==> src/rtl/pkg_read_controller.sv <==
// pkg_read_controller: walks a packet's page chain, streams its words out and frees each page
module pkg_read_controller #(
    parameter int ADDR_PAGE_NUM_LOG = 4,
    parameter int PAGE_WORD_LOG     = 2,
    parameter int DATA_WIDTH        = 8,
    parameter int LEN_WIDTH         = 8
) (
    input  logic                                 clk,
    input  logic                                 rst,
    input  logic                                 pkg_read_req,
    input  logic [ADDR_PAGE_NUM_LOG-1:0]         pkg_read_head,
    input  logic [LEN_WIDTH-1:0]                 pkg_read_page_num,
    output logic                                 pkg_read_busy,
    output logic                                 pkg_read_done,
    output logic [ADDR_PAGE_NUM_LOG-1:0]         link_read_addr,
    input  logic [ADDR_PAGE_NUM_LOG-1:0]         link_read_data,
    output logic                                 ram_read_en,
    output logic [ADDR_PAGE_NUM_LOG+PAGE_WORD_LOG-1:0] ram_read_addr,
    input  logic [DATA_WIDTH-1:0]                ram_read_data,
    output logic                                 dout_valid,
    input  logic                                 dout_ready,
    output logic [DATA_WIDTH-1:0]                dout_data,
    output logic                                 empty_table_write_req,
    output logic [ADDR_PAGE_NUM_LOG-1:0]         empty_table_write_addr
);
    typedef enum logic [1:0] {IDLE, READ, DRAIN, DONE} state_t;
    state_t state, state_nx;
    logic [ADDR_PAGE_NUM_LOG-1:0] cur_page, next_page;
    logic [LEN_WIDTH-1:0] pages_left;
    logic [PAGE_WORD_LOG-1:0] word_cnt;
    logic in_flight, link_pend, issue, last;
    // one read at a time, and only when the output register is free or emptying this cycle
    assign issue = state == READ && !in_flight && (!dout_valid || dout_ready);
    assign last = issue && &word_cnt;
    // state register
    always_ff @(posedge clk or posedge rst) begin
        if (rst) state <= IDLE;
        else state <= state_nx;
    end
    // next-state logic
    always_comb begin
        state_nx = state;
        case (state)
            IDLE:  if (pkg_read_req) state_nx = pkg_read_page_num == '0 ? DONE : READ;
            READ:  if (last && pages_left == LEN_WIDTH'(1)) state_nx = DRAIN;
            DRAIN: if (!in_flight && !dout_valid) state_nx = DONE;
            DONE:  state_nx = IDLE;
        endcase
    end
    // outputs; addresses are forced to zero whenever their strobe is idle
    always_comb begin
        pkg_read_busy = state == READ || state == DRAIN;
        pkg_read_done = state == DONE;
        ram_read_en = issue;
        ram_read_addr = issue ? {cur_page, word_cnt} : '0;
        link_read_addr = issue && word_cnt == '0 ? cur_page : '0;
        empty_table_write_req = last;
        empty_table_write_addr = last ? cur_page : '0;
    end
    // page walk, link capture and output register; the page is freed in its last-word issue cycle
    always_ff @(posedge clk or posedge rst) begin
        if (rst) begin
            cur_page <= '0;
            next_page <= '0;
            pages_left <= '0;
            word_cnt <= '0;
            in_flight <= 1'b0;
            link_pend <= 1'b0;
            dout_valid <= 1'b0;
            dout_data <= '0;
        end else begin
            in_flight <= issue;
            link_pend <= issue && word_cnt == '0;
            if (link_pend) next_page <= link_read_data;
            if (in_flight) begin
                dout_valid <= 1'b1;
                dout_data <= ram_read_data;
            end else if (dout_ready) begin
                dout_valid <= 1'b0;
            end
            if (state == IDLE && pkg_read_req) begin
                cur_page <= pkg_read_head;
                pages_left <= pkg_read_page_num;
                word_cnt <= '0;
            end else if (issue) begin
                word_cnt <= word_cnt + 1'b1;
                if (&word_cnt) begin
                    cur_page <= next_page;
                    pages_left <= pages_left - 1'b1;
                end
            end
        end
    end
endmodule

==> config.mk <==
export PLATFORM = sky130hd
export DESIGN_NAME = pkg_read_controller
export DESIGN_NICKNAME = d
export VERILOG_FILES = /design/src/rtl/pkg_read_controller.sv
export SDC_FILE = /design/constraint.sdc
export NUM_CORES = 1
export LEC_CHECK = 0
export CAP_MARGIN = 20
export CELL_PAD_IN_SITES_DETAIL_PLACEMENT = 1
export CELL_PAD_IN_SITES_GLOBAL_PLACEMENT = 1
export CORE_AREA = 2 2 85 87
export CTS_CLUSTER_SIZE = 24
export DETAILED_ROUTE_END_ITERATION = 8
export DIE_AREA = 0 0 87 89
export PLACE_DENSITY = 0.62
export SYNTH_ARGS = -nofsm -noshare
export SYNTH_HDL_FRONTEND = slang
export SYNTH_SLANG_ARGS = --single-unit
==> constraint.sdc <==
create_clock -name clk -period 1.8 [get_ports clk]
set_input_delay 0.27 -clock clk [delete_from_list [all_inputs] [get_ports clk]]
set_output_delay 0.27 -clock clk [all_outputs]
set_load 0.02 [all_outputs]
==> results of run 1 <==
==> Yosys cell counts (2+ instances only) <==
cell and instances:
dfrtp_1 31, buf_6 2, buf_2 4, nor4_1 2
ha_1 9, xnor2_1 4, a21oi_1 14, nor4_2 2
nand2_1 3, mux2_2 13, and3_1 7, nor2_1 15
and2_1 9, xor2_1 4, mux2i_1 6, inv_1 8
o21ai_0 3, nand2b_1 2
==> worst reg2reg max path: stages (launching register included) <==
cell      delay [ps]
dfrtp_1          390
inv_2             80
ha_4             130
nor2b_4          200
nand3_4          100
inv_4            100
buf_4            150
nand4b_1         130
a21oi_2          200
mux2i_1          200
==> routing by layer <==
metal  vias to the layer above  share of wire
met5                         -              0
met4                         0          0.014
met3                         6          0.047
met2                        25           0.52
met1                       674           0.42
li1                        675              -
==> logic make-up after synthesis <==
logic type	Yosys count	synth area share
DFF	31	0.470
buffers and inverters	16	0.0486
muxes	19	0.125
xor gates and xnor gates	8	0.0425
AOI/OAI and AO/OA	19	0.0607
adders and majority gates	9	0.0683
and+or+nand+nor	49	0.184
==> metrics by stage <==
step	instance area (um^2)	std cells	hold WS, ps
detailed placement	2410	300	499
CTS	2600	312	372
global route	2660	314	391
finish	2660	314	361
floorplan	1650	151	352
global placement	2410	300	488
==> sequential cells by signal, indices dropped and copies added, names as in the netlist <==
signal      flops
cur_page        4
dout_data       8
dout_valid      1
in_flight       1
link_pend       1
next_page       4
pages_left      8
state           2
word_cnt        2
==> cell type report <==
| class | count | area [um^2] | share of cell area |
|---|---|---|---|
| tap | 80 | 100 | 0.0377 |
| inverter | 9 | 36.3 | 0.0137 |
| clock inverter | 2 | 35.0 | 0.0132 |
| sequential | 31 | 776 | 0.292 |
| timing repair buffer | 82 | 768 | 0.289 |
| clock buffer | 6 | 82.6 | 0.0311 |
| multi-input combinational | 104 | 858 | 0.323 |
==> what timing repair did <==
| item | 4_1_cts | 5_1_grt |
|---|---|---|
| hold buffers | 0 | 0 |
| endpoints found under the setup margin | 20 | 19 |
| resized for setup | 111 | 9 |
| pin swaps | 3 | 5 |
| cloned | 0 | 0 |
| setup buffers | 4 | 2 |
==> report_power, final <==
group / total, uW / switching [uW] / internal, uW
clock network: 719 / 271 / 448
registers: 1330 / 287 / 1040
logic: 2350 / 1070 / 1280
total: 4400 / 1630 / 2770
==> path summary, 6_finish.rpt <==
kind                                             end  slack [ps]  cells after the start
setup / recovery           empty_table_write_addr[0]         -80                      8
hold / removal                          dout_data[2]         360                      3
setup reg to reg                            state[0]          30                      9
hold reg to reg                         dout_data[5]         510                      1
max in group asynchronous              pages_left[5]        1140                      3
min in group clk                        dout_data[5]         510                      1
==> results by group, run 1 <==
GRT
  • Met3 Use GR: 0.0425
  • Via count of the first global-routing pass: ~1.5k
  • Largest net degree at the start of global routing: 32
  • Met2 Usage GRT: 0.226
  • Gr usage total: 0.127
  • First-pass GRT wire length: 7360 um
  • Global Route met1 Usage: 0.139
  • Initial antenna violation count: 0
  • Most Crowded Layer GR: met2
  • Total gr overflow: 0

Synthesis
  • Synth Flop Type: dfrtp_1
  • Yosys warns: 0
  • Yosys top cell area share: 0.470
  • Post-synthesis register bit count: 31
  • Part of the Yosys area used for sequential elements: 0.470
  • Synth area leader: dfrtp_1
  • Async set-reset flop share out of synthesis: 1.00
  • Area of the mapped netlist: 1650 um^2
  • Leading post-synthesis cells by cell area: dfrtp_1 47%, mux2_2 8.9%, ha_1 6.8%
  • Netlist cell types: 31
  • Post-Syn Instances: ~150
  • Number of synthesized flops with an enable pin: 0
  • Synthesized area per cell: about 11 um^2
  • Mapped Nets: 188

STA
  • Slew margin rel.: 0.726
  • Max-slew violations: 0
  • Clk_skew: 7.62 ps
  • Fmax: 532 MHz
  • Hold Violations, Final: 0
  • Finish-stage setup viols: 12
  • Worst-margin pin slew: 411 ps
  • RSZ-0062 raised after global routing: true
  • Final min period: 1880 ps
  • Fin crit share: 1.04
  • Final setup margin: -78.0 ps
  • Setup tns final: -575 ps

Clock tree
  • Root Buffer: clkbuf_8
  • Clock latency on the worst-skew pair: between 200 and 300 ps
  • CTS sink cnt: 31
  • CTS Buf Count: 5
  • CTS H-Tree Depth: 2
  • Longest Clk Path Bufs: 2
  • TritonCTS clock tree: yes
  • Clock transition at the registers of the reported paths: 70 ps

Floorplan
  • Die X: approximately 87 um
  • Rows: 30
  • Core Footprint: 6720 um^2
  • Die Span Y: 89 um
  • Die area: 7740 um^2
  • Starting Density: 0.245
  • Io pins: 55

Pwr
  • P per Cell Area: 1660 nW/um^2
  • Peak VDD IR: 0.557 mV
  • Tot Pwr: 4400 uW
  • Leak pwr: 0.00122 uW

Worst setup path
  • Critical Path Source: state[1]
  • Cell Chain, Critical Path: inv_2 -> ha_4 -> nor2b_4 -> nand3_4 -> inv_4 -> buf_6 -> and2_4 -> buf_6
  • Slowest cell delay on critical path: 390 ps
  • CP Buf/Inv Count: 4
  • Delay-heaviest family, CP: simple AND/OR/NAND/NOR gates
  • Crit Path Max Fanout: 6
  • Required time of the critical path: around 1500 ps
  • Worst Setup Start Kind: flop
  • Kind of critical path: reg2out
  • Worst Setup End Kind: output port
  • RR Startpoint: state[1]
  • Crit path arrival time: 1610 ps
  • Most used cell along the critical path: buf_6
  • Slowest CP cell: dfrtp_1

Min path
  • Hold/Removal Path Class: in2async

Cells and area
  • Highest-count cells in the layout ignoring fill and taps: 36 x clkdlybuf4s50_1, 31 x dfrtp_1, 27 x buf_4, 17 x buf_6, 15 x nor2_1
  • Share of cells above drive strength 1: 0.372
  • Fillcell total: 768
  • N_diodes: 0
  • Fin nets: 270
  • Final core occ: 0.395
  • Area growth syn-to-layout: 61.1%
  • Most common cell after layout, fill and taps aside: clkdlybuf4s50_1

Routing
  • # DRC: 0
  • DRC marker count from the first detailed-route iteration: 15
  • DRT antenna net count: 0
  • Routed len/inst: 14.1 um
  • Vias: 1,380
  • Initial DRT Pass Iterations: 2
  • Final WL: about 4400 um
  • Vias per inst: 4.39

Run
  • MaxCap Viol Count: 0

Placement
  • Pre-CTS setup slack: -483 ps
  • Routability cong.: approximately 0.74
  • Buffers on Ports: 54
  • Hpwl dp: 3250 um

Status
  • Status: complete, but fails checks
  • Failing checks: setup timing
(Power assumes the default switching activity.)
==> run 2: changes to the inputs <==
--- a/config.mk
+++ b/config.mk
@@ -12,6 +12,7 @@
 export CTS_CLUSTER_SIZE = 24
 export DETAILED_ROUTE_END_ITERATION = 8
 export DIE_AREA = 0 0 87 89
+export GPL_TIMING_DRIVEN = 0
 export PLACE_DENSITY = 0.62
 export SYNTH_ARGS = -nofsm -noshare
 export SYNTH_HDL_FRONTEND = slang
==> run 2 against run 1 <==
Sequential share of layout area up 0.45 points. Die area unchanged. Via count decreased by 3.2%. Total power shrank 6.6%. Wire length rose by 5.8%. Global-route usage is 0.26 points higher. Combinational power fell by 6%. Clock skew grew 0.59 ps. The run still ends with setup timing left. Fmax down 2.6%. Critical endpoint unchanged. Sequential power about the same. Hold slack improved by 22 ps. Worst setup slack got worse by 50 ps.
==> results by group, run 2 (synthesized netlist as in run 1, its figures left out) <==
Cells and area
  • Area growth syn-to-layout: 58.6%
  • Multi-input logic area: 868 um^2
  • Fillcell total: 731
  • N_diodes: 0
  • Highest-count cells in the layout ignoring fill and taps: 36 x clkdlybuf4s50_1, 31 x dfrtp_1, 16 x buf_6, 15 x nor2_1, 14 x a21oi_1
  • Most common cell after layout, fill and taps aside: clkdlybuf4s50_1
  • Fin nets: 262
  • Largest registers: dout_data (8), pages_left (8)
  • Post-route cell area: 2620 um^2
  • Share of cells above drive strength 1: 0.363
  • Register area: 776 um^2
  • Non-Filler Instances: 306

Clock tree
  • Longest Clk Path Bufs: 2
  • Clock latency on the worst-skew pair: 280 ps
  • Clock transition at the registers of the reported paths: around 80 ps
  • TritonCTS clock tree: yes
  • CTS sink cnt: 31
  • CTS Buf Count: 5
  • Root Buffer: clkbuf_8
  • CTS H-Tree Depth: 2

Worst setup path
  • Worst Setup Start Kind: flop
  • Worst Setup End Kind: output port
  • RR Startpoint: state[1]
  • R2r setup slk: -40 ps
  • Slowest CP cell: dfrtp_1
  • Crit path arrival time: between 1500 and 2000 ps
  • Kind of critical path: reg2out
  • Required time of the critical path: 1530 ps
  • Cell Chain, Critical Path: inv_2 -> ha_4 -> nor2b_4 -> buf_6 -> nand3_4 -> inv_2 -> buf_6 -> and2_4 -> buf_6
  • R2r worst-path depth: 12
  • Most used cell along the critical path: buf_6
  • Crit Path Max Fanout: 5
  • RR Endpoint: pages_left[7]
  • Slowest cell delay on critical path: 390 ps

Pwr
  • Seq pwr share: 0.327
  • NetSw: 1650 uW
  • Tot Pwr: 4110 uW
  • Comb power frac: 0.539
  • Peak VDD IR: 0.599 mV
  • Clock power frac: 0.134
  • Sw Share: 0.401
  • P_int: 2460 uW
  • Leak pwr: roughly 0.0012 uW
  • P per Cell Area: 1570 nW/um^2

STA
  • Final min period: 1930 ps
  • Finish-stage setup viols: 17
  • Fin crit share: 1.07
  • Fmax: 519 MHz
  • Worst-margin pin slew: 691 ps
  • Clk_skew: 8.21 ps
  • Hold Violations, Final: 0
  • Slew margin rel.: 0.539
  • Final setup margin: -128 ps
  • Minimum hold slack: 383 ps
  • Max-slew violations: 0
  • RSZ-0062 raised after global routing: true

GRT
  • Gr usage total: 0.129
  • Largest net degree at the start of global routing: 18
  • First-pass GRT wire length: around 7600 um
  • Via count of the first global-routing pass: roughly 1.5k
  • Initial antenna violation count: 0
  • Total gr overflow: 0

Floorplan
  • Die X: roughly 87 um
  • Rows: 30
  • Die area: 7740 um^2
  • Core Footprint: between 6000 and 7000 um^2
  • Die Span Y: 89 um
  • Io pins: 55
  • Starting Density: 0.245

Routing
  • Vias: about 1.3k
  • Routed len/inst: around 15 um
  • DRT antenna net count: 0
  • # DRC: 0
  • Vias per inst: 4.37
  • Initial DRT Pass Iterations: 4
  • Final WL: 4680 um
  • DRC marker count from the first detailed-route iteration: 18

Status
  • Failing checks: setup timing
  • Status: complete, but fails checks

Placement
  • Area post-placement: 2320 um^2
  • Buffers on Ports: 54
  • Routability cong.: about 0.74
  • Hpwl dp: 3280 um
  • Placed cell count: between 200 and 300

Run
  • MaxCap Viol Count: 0

Min path
  • Hold/Removal Path Class: in2async
==> run 2: layout make-up <==
cell class	count	share of cell area
timing repair buffer	68	0.270
tap	80	0.0383
clock inverter	3	0.00765
clock buffer	5	0.0263
sequential	31	0.297
inverter	9	0.0129
multi-input combinational	104	0.332
buffer	6	0.0163
==> run 2: worst max-delay path by stage <==
| stage | from | cells past startpoint | end | slack, ps |
|---|---|---|---|---|
| 2_1_floorplan | state[1] | 8 | empty_table_write_addr[0] | 20 |
| 3_3_place_gp | dout_ready | 8 | empty_table_write_addr[3] | -650 |
| 3_5_place_dp | dout_ready | 8 | empty_table_write_addr[3] | -680 |
| 4_1_cts | state[1] | 9 | empty_table_write_addr[3] | -160 |
| 5_1_grt | state[1] | 9 | empty_table_write_addr[1] | -230 |
| 6_report | state[1] | 9 | empty_table_write_addr[0] | -130 |
==> run 2: power groups by stage <==
stage          registers [uW]  logic (uW)  clock network, uW
2_1_floorplan            1390        1130                  0
3_3_place_gp             1330        1950                  0
3_5_place_dp             1340        1990                  0
4_1_cts                  1330        2170                584
5_1_grt                  1410        2410                601
6_report                 1340        2210                552
==> run 2: worst max-delay path, delay by kind of cell, from the launching register on <==
family	cells	cell delay, ps
buffers and inverters	5	490
flip-flops	1	390
AND/OR/NAND/NOR	3	350
adder cells (fa/ha/maj)	1	140
==> run 2: what timing repair did <==
| item | in CTS | in global routing |
|---|---|---|
| buffers inserted | 9 | 4 |
| gates resized for setup | 110 | 18 |
| setup endpoints to repair | 27 | 29 |
| gates cloned | 1 | 0 |
| hold buffers | 0 | 0 |
| pin swaps | 6 | 9 |
==> run 2: metrics by stage <==
stage	util	setup WS [ps]	setup TNS [ps]
floorplan	-	17.8	0
global placement	0.341	-654	-9380
detailed placement	0.345	-679	-8800
CTS	0.377	-164	-1610
global route	0.389	-226	-3210
finish	0.389	-128	-1130
==> run 2: per-layer routing <==
metal | global-route usage | up-vias | routed length [um]
met1 | 0.155 | 653 | 2010
met5 | 0 | - | 0
li1 | - | 654 | -
met2 | 0.226 | 24 | 2420
met3 | 0.0323 | 5 | 195
met4 | 0.0426 | 0 | 55
==> run 3: changes to the inputs <==
--- a/config.mk
+++ b/config.mk
@@ -8,12 +8,12 @@
 export CAP_MARGIN = 20
 export CELL_PAD_IN_SITES_DETAIL_PLACEMENT = 1
 export CELL_PAD_IN_SITES_GLOBAL_PLACEMENT = 1
-export CORE_AREA = 2 2 85 87
+export CORE_AREA = 2 2 101 73
 export CTS_CLUSTER_SIZE = 24
 export DETAILED_ROUTE_END_ITERATION = 8
-export DIE_AREA = 0 0 87 89
+export DIE_AREA = 0 0 103 75
 export GPL_TIMING_DRIVEN = 0
-export PLACE_DENSITY = 0.62
+export PLACE_DENSITY = 0.63
 export SYNTH_ARGS = -nofsm -noshare
 export SYNTH_HDL_FRONTEND = slang
 export SYNTH_SLANG_ARGS = --single-unit
==> run 3 against run 2 <==
The run still ends with setup timing left. Die area fell by 0.23%. Wire length is 0.96% lower. Cell count rose by 4.9%. Clock power shrank 5.1%. Hold slack better by 9.0 ps. Sequential share of layout area down 0.35 points. Critical endpoint is now empty_table_write_addr[1]. Largest power group unchanged.
==> results by group, run 3 (synthesized netlist as in run 1, its figures left out) <==
Status
  • Status: complete, but fails checks
  • Failing checks: setup timing

Worst setup path
  • Kind of critical path: reg2out
  • Worst Setup Start Kind: flop
  • Worst Setup End Kind: output port
  • Required time of the critical path: 1530 ps
  • Crit path arrival time: 1670 ps
  • Crit Path Max Fanout: 5

GRT
  • Gr usage total: 0.130
  • Via count of the first global-routing pass: roughly 1.4k
  • First-pass GRT wire length: 7370 um
  • Largest net degree at the start of global routing: 18
  • Total gr overflow: 0
  • Initial antenna violation count: 0

Routing
  • Vias: 1,388
  • DRC marker count from the first detailed-route iteration: 32
  • Routed len/inst: 14.4 um
  • DRT antenna net count: 0
  • Initial DRT Pass Iterations: 4
  • # DRC: 0
  • Vias per inst: 4.32
  • Final WL: 4630 um

Floorplan
  • Die Span Y: 75 um
  • Die area: 7730 um^2
  • Rows: 25
  • Core Footprint: 6690 um^2
  • Die X: slightly above 100 um
  • Starting Density: 0.246
  • Io pins: between 50 and 60

STA
  • Max-slew violations: 0
  • RSZ-0062 raised after global routing: true
  • Worst-margin pin slew: 687 ps
  • Slew margin rel.: 0.541
  • Fin crit share: 1.08
  • Final min period: 1940 ps
  • Clk_skew: 7.78 ps
  • Final setup margin: -141 ps
  • Hold Violations, Final: 0
  • Minimum hold slack: 392 ps
  • Fmax: 515 MHz
  • Finish-stage setup viols: 18

Run
  • MaxCap Viol Count: 0

Clock tree
  • CTS sink cnt: 31
  • CTS H-Tree Depth: 2
  • CTS Buf Count: 5
  • Clock latency on the worst-skew pair: between 200 and 300 ps
  • Hold buffers post-CTS: 0
  • TritonCTS clock tree: yes
  • Root Buffer: clkbuf_8
  • Longest Clk Path Bufs: 2
  • Clock transition at the registers of the reported paths: 60 ps

Cells and area
  • Area growth syn-to-layout: 60.5%
  • N_diodes: 0
  • Share of cells above drive strength 1: 0.366
  • Non-Filler Instances: ~320
  • Final core occ: 0.396
  • Highest-count cells in the layout ignoring fill and taps: 36 x clkdlybuf4s50_1, 31 x dfrtp_1, 21 x buf_6, 15 x nor2_1
  • Most common cell after layout, fill and taps aside: clkdlybuf4s50_1
  • Largest registers: dout_data (8), pages_left (8)
  • Fillcell total: ~760
  • Fin nets: approximately 260

Placement
  • Hpwl dp: between 3000 and 4000 um
  • Placed cell count: 300
  • Routability cong.: 0.771
  • Buffers on Ports: between 50 and 60

Pwr
  • Leak pwr: about 0.0012 uW
  • P per Cell Area: 1560 nW/um^2
  • Peak VDD IR: roughly 0.58 mV

Min path
  • Hold/Removal Path Class: in2async
==> run 3: what timing repair did <==
action | in CTS | in global routing
gates resized for setup | 102 | 26
pin swaps | 5 | 6
gates cloned | 1 | 0
setup buffers | 12 | 3
endpoints found under the setup margin | 25 | 29
==> run 3: area by class of cell <==
| class | instances | area [um^2] | area share |
|---|---|---|---|
| multi-input combinational | 104 | 892 | 0.337 |
| sequential | 31 | 776 | 0.293 |
| timing repair buffer | 69 | 702 | 0.265 |
| tap | 94 | 118 | 0.0444 |
| clock buffer | 7 | 76.3 | 0.0288 |
| buffer | 6 | 42.5 | 0.0161 |
| inverter | 9 | 36.3 | 0.0137 |
| clock inverter | 1 | 5.00 | 0.00189 |
==> run 3: path summary, 6_finish.rpt <==
path | start | end | slack, ps | depth (start not counted)
max | state[1] | empty_table_write_addr[1] | -140 | 9
min | rst | dout_data[3] | 390 | 2
max reg2reg | state[1] | pages_left[7] | -30 | 12
min reg2reg | dout_data[4] | dout_data[4] | 510 | 1
max in group asynchronous | rst | state[0] | 880 | 3
min in group clk | dout_data[4] | dout_data[4] | 510 | 1
==> run 3: routing by layer <==
| metal | vias to the layer above | wire length, um | GRT usage | part of all wire |
|---|---|---|---|---|
| li1 | 664 | - | - | - |
| met1 | 691 | 2220 | 0.180 | 0.48 |
| met2 | 31 | 2150 | 0.192 | 0.46 |
| met3 | 2 | 247 | 0.0520 | 0.053 |
| met4 | 0 | 13 | 0.0263 | 0.0028 |
| met5 | - | 0 | 0 | 0 |
==> run 3: critical path, cell delays in order, from the launching register on <==
cell	delay, ps
dfrtp_1	400
inv_2	80
ha_4	130
nor2b_4	150
buf_6	120
nand3_4	80
inv_4	70
buf_6	120
and2_4	140
buf_6	110
==> run 3: per-stage QoR <==
step | total power, uW | setup TNS (ps) | setup slack [ps] | area (um^2)
5_1_grt | 4470 | -3480 | -230 | 2650
4_1_cts | 4000 | -1710 | -133 | 2530
2_1_floorplan | 2520 | 0 | 17.8 | 1650
3_3_place_gp | 3290 | -8700 | -673 | 2310
6_report | 4130 | -1440 | -141 | 2650
3_5_place_dp | 3320 | -8780 | -699 | 2330
==> run 3: power breakdown <==
part,total [uW],internal (uW),switching [uW],leakage [uW]
Sequential,1360,1040,319,0.000363
Combinational,2240,1170,1070,0.000789
Clock,524,271,253,0.0000422
Total,4130,2490,1640,0.00119
